**src/rtl/sgf_mult_round_norm.sv**
```systemverilog
// Post-multiplier significand normalizer and IEEE-754 rounder.
// Two-stage valid/ready pipeline: stage 1 normalizes the 2*SW product, stage 2 rounds it.
module sgf_mult_round_norm #(
    parameter int SW = 24
) (
    input  logic            clk,
    input  logic            rst,
    input  logic            valid_i,
    output logic            ready_o,
    input  logic [2*SW-1:0] sgf_product_i,
    input  logic            sign_i,
    input  logic [1:0]      round_mode_i,
    output logic            valid_o,
    input  logic            ready_i,
    output logic [SW-1:0]   sgf_round_o,
    output logic [1:0]      exp_adj_o,
    output logic            inexact_o,
    output logic            zero_o
);

    localparam logic [1:0] RM_NEAREST = 2'b00;
    localparam logic [1:0] RM_ZERO    = 2'b01;
    localparam logic [1:0] RM_POS     = 2'b10;

    // Round-increment decision for the selected mode.
    function automatic logic round_up(input logic [1:0] mode, input logic guard,
                                      input logic sticky, input logic lsb,
                                      input logic sign);
        logic up;
        case (mode)
            RM_NEAREST: up = guard & (sticky | lsb);
            RM_ZERO:    up = 1'b0;
            RM_POS:     up = (guard | sticky) & ~sign;
            default:    up = (guard | sticky) & sign;
        endcase
        return up;
    endfunction

    // Returns {exp_adj, significand}; a carry out of the increment renormalizes to 1.0.
    function automatic logic [SW+1:0] round_norm(input logic [SW-1:0] norm, input logic up,
                                                 input logic adj);
        logic [SW:0]   sum;
        logic [SW+1:0] res;
        sum = {1'b0, norm} + (SW+1)'(up);
        if (sum[SW])
            res = {({1'b0, adj} + 2'd1), sum[SW:1]};
        else
            res = {{1'b0, adj}, sum[SW-1:0]};
        return res;
    endfunction

    logic            vld_p1, vld_p2;
    logic            adv1, adv2;
    logic [SW-1:0]   norm_p0, norm_p1;
    logic            guard_p0, guard_p1;
    logic            sticky_p0, sticky_p1;
    logic            adj_p0, adj_p1;
    logic            zero_p0, zero_p1;
    logic            sign_p1;
    logic [1:0]      mode_p1;
    logic            up_p1;
    logic [SW+1:0]   res_p1;
    logic [SW-1:0]   round_p2;
    logic [1:0]      exp_adj_p2;
    logic            inexact_p2, zero_p2;

    assign adv2    = ~vld_p2 | ready_i;
    assign adv1    = ~vld_p1 | adv2;
    assign ready_o = adv1;

    // Stage 0 -> 1: normalize so the hidden bit lands at the MSB
    always_comb begin
        if (sgf_product_i[2*SW-1]) begin
            norm_p0   = sgf_product_i[2*SW-1:SW];
            guard_p0  = sgf_product_i[SW-1];
            sticky_p0 = |sgf_product_i[SW-2:0];
            adj_p0    = 1'b1;
        end else begin
            norm_p0   = sgf_product_i[2*SW-2:SW-1];
            guard_p0  = sgf_product_i[SW-2];
            sticky_p0 = |sgf_product_i[SW-3:0];
            adj_p0    = 1'b0;
        end
        zero_p0 = (sgf_product_i == '0);
    end

    always_ff @(posedge clk) begin
        if (adv1 && valid_i) begin
            norm_p1   <= norm_p0;
            guard_p1  <= guard_p0;
            sticky_p1 <= sticky_p0;
            adj_p1    <= adj_p0;
            zero_p1   <= zero_p0;
            sign_p1   <= sign_i;
            mode_p1   <= round_mode_i;
        end
    end

    // Stage 1 -> 2: round and register the outputs
    assign up_p1  = round_up(mode_p1, guard_p1, sticky_p1, norm_p1[0], sign_p1);
    assign res_p1 = round_norm(norm_p1, up_p1, adj_p1);

    always_ff @(posedge clk) begin
        if (rst) begin
            vld_p1     <= 1'b0;
            vld_p2     <= 1'b0;
            round_p2   <= '0;
            exp_adj_p2 <= '0;
            inexact_p2 <= 1'b0;
            zero_p2    <= 1'b0;
        end else begin
            if (adv1)
                vld_p1 <= valid_i;
            if (adv2) begin
                vld_p2 <= vld_p1;
                if (vld_p1) begin
                    // A zero product forces every other field to zero.
                    round_p2   <= zero_p1 ? '0 : res_p1[SW-1:0];
                    exp_adj_p2 <= zero_p1 ? 2'd0 : res_p1[SW+1:SW];
                    inexact_p2 <= ~zero_p1 & (guard_p1 | sticky_p1);
                    zero_p2    <= zero_p1;
                end
            end
        end
    end

    assign valid_o     = vld_p2;
    assign sgf_round_o = round_p2;
    assign exp_adj_o   = exp_adj_p2;
    assign inexact_o   = inexact_p2;
    assign zero_o      = zero_p2;

endmodule

```
**config.mk**
```make
export PLATFORM = sky130hd
export DESIGN_NAME = sgf_mult_round_norm
export DESIGN_NICKNAME = d
export VERILOG_FILES = /design/src/rtl/sgf_mult_round_norm.sv
export SDC_FILE = /design/constraint.sdc
export NUM_CORES = 1
export LEC_CHECK = 0
export BUFFER_PORTS_ARGS = -buffer_cell sky130_fd_sc_hd__clkbuf_2
export CAP_MARGIN = 30
export CORE_UTILIZATION = 56
export DETAILED_ROUTE_END_ITERATION = 8
export HOLD_SLACK_MARGIN = 0.06
export PLACE_DENSITY = 0.95
export SLEW_MARGIN = 0
export SYNTH_ARGS = -nofsm -noshare
export SYNTH_HDL_FRONTEND = slang
export SYNTH_SLANG_ARGS = --single-unit
```
**constraint.sdc**
```tcl
create_clock -name clk -period 8 [get_ports clk]
set_clock_uncertainty 0.2 [all_clocks]
set_input_delay 0 -clock clk [delete_from_list [all_inputs] [get_ports clk]]
set_output_delay 0 -clock clk [all_outputs]
set_load 0.005 [all_outputs]
```
==> metrics <==
status=completed; Main synth FF type=edfxtp_1; initial antenna violation count=0; total CTS buffers=9; worst relative slew slack=0.477; final setup TNS=0 ns; drt pass-1 iters=4; Clock Tree Buf Depth=2; most common cell in the netlist=nand2_1; Initial Util=0.581; Antenna Cells=0; synthesized area=2950 sq um; clock latency on the worst-skew pair=0.34 ns; ys async rst share=0; Net count, final=470; DRT Wirelength=8000 microns; setup bufs post-CTS=0; CP arrival=3.18 ns; Crit. End Element=flop; first-pass GRT wire length=12400 microns; Worst EP required=8.07 ns; 1st-iter DRT viols=261; WL/cell=16.4 microns; dpl hpwl=4950 microns; power density over cell area=179 nW/um^2; Least-Margin Pin Slew=0.778 ns; clock slew at reported path FFs=0.07 ns; Max VDD drop=0.151 mV; kind of critical path=flop to flop; Post-Syn Nets=337; largest net degree at the start of global routing=32; drt via density=5.78; die height=74.5 microns; Port Buf Inserts=84; top cells by count, synth=nand2_1 (34), edfxtp_1 (31), dfxtp_1 (30); fin. max-slew vios=0; register area share after synthesis=0.520; Crit path largest cell delay=0.59 ns; I/O Pins=85; top achievable clock speed=321 MHz; CTS tree=built; Congestion Overflow GR=0; Tcrit/Tclk final=0.390; #FFs+latches synth=61; die width=74.5 microns; Syn Inst Count=280; Yosys top cell by area=edfxtp_1; # setup viols final=0; Buf/Inv on CP=0; core area=5070 sq um; PostCTS Resize Cnt=0; placed cell count=427; CTS H-tree depth=3; routability cong.=0.930; critical path peak fanout=13; Post-synth EDFFs=31; CTS Hold Bufs=45; DRC viols=0; Leak Pwr=1.60 nW; RSZ-0062 raised after global routing=no; final hold vios=0; Yosys cell types=46; clk sink count=61; sequence of cells on the critical path=nand2_1, o32ai_1, a211oi_1, ha_1, nand4_1, or4_4, nor3_2, nand2_1, o21ai_0; Startpoint Class=flop; clk root buf=clkbuf_8; vias in the first global route=2652; slowest cell on the critical path=or4_4; yosys synthesis warning count=0; fin cells=488; max-capacitance violation count=0; share of the synthesized area in the top cell type=0.316; via count=2821; post-detailed-route count of antenna-violating nets=0; most frequent CP cell=nand2_1; top post-synthesis cells by area=edfxtp_1 (32%), dfxtp_1 (20%), mux2_2 (9.2%), nand2_1 (4.3%), o21ai_0 (3.2%); Hold WC Path Type=input port to flop; CP top delay family=simple AND/OR/NAND/NOR gates; Syn Area/Cell=10.5 sq um; All-Layer GR Usage=0.310; Layout area overhead=38.5%; post-layout min period=3.12 ns; Rows=26; WHS=0.124 ns; share of cells above drive strength 1=0.311; Total Die Area=5560 sq um
sequential cells by signal, summed over array words and instances, names as in the netlist, 2 cells and up:
signal / cells
sgf_round_o: 24
exp_adj_o: 2
norm_p1: 24
mode_p1: 2
per-layer routing:
layer  wire, microns  GRT usage  vias up  share of wire
met5               0          0        -              0
met4             273      0.166        0          0.034
met3             505     0.0718       22          0.063
met2            4100      0.535      157           0.51
met1            3120      0.357     1323           0.39
li1                -          -     1319              -
power breakdown:
part           internal (mW)  leakage, nW  switching [mW]
combinational         0.0502        0.957          0.0425
sequential             0.348        0.545          0.0157
clock                  0.162       0.0979           0.112
total                  0.560         1.60           0.171
path summary, 6_finish.rpt:
check                     from              end  slack [ns]  cells past startpoint
max                 mode_p1[1]  sgf_round_o[12]        4.88                      9
max reg2reg         mode_p1[1]  sgf_round_o[12]        4.88                      9
min reg2reg       exp_adj_o[1]     exp_adj_o[1]        0.26                      2
min          sgf_product_i[47]           adj_p1        0.12                      1
stage by stage:
| stage | area (sq um) | util | total power [mW] | setup WS, ns |
|---|---|---|---|---|
| after floorplan | 2950 | - | 0.406 | 5.26 |
| after global placement | 3430 | 0.675 | 0.436 | 5.07 |
| after detailed placement | 3430 | 0.677 | 0.440 | 4.90 |
| after CTS | 4080 | 0.804 | 0.723 | 4.87 |
| after global routing | 4080 | 0.804 | 0.754 | 4.71 |
| final | 4080 | 0.804 | 0.730 | 4.88 |
cell type report:
cell class,count,area (sq um)
Sequential cell,61,1530
Multi-Input combinational cell,208,1370
Fill cell,292,993
Timing Repair Buffer,131,886
Clock buffer,15,166
Tap cell,70,87.6
Clock inverter,1,30.0
Inverter,2,7.51
cells by family after synthesis:
family,share of synthesized area
buf+inv,0.0144
compound gates,0.0930
simple gates,0.221
flops,0.520
fa+ha+maj,0.00849
mux,0.0985
xor+xnor,0.0446
cell usage in the layout, fill, tap and decap left out, types with 3 or more instances in the layout:
cell type,n
and4_1,3
clkbuf_2,84
a21oi_1,10
xnor2_1,7
nor3_1,7
nand2_1,34
clkbuf_1,4
or4_1,7
dfxtp_1,30
and3_1,5
nand4_1,7
nor2b_1,3
edfxtp_1,31
o21ai_0,19
dlygate4sd3_1,45
xor2_1,8
nor4_1,12
nand3_1,14
mux2_2,24
clkbuf_8,11
nor2_1,15
No activity file was read; power rests on OpenSTA's default activity.
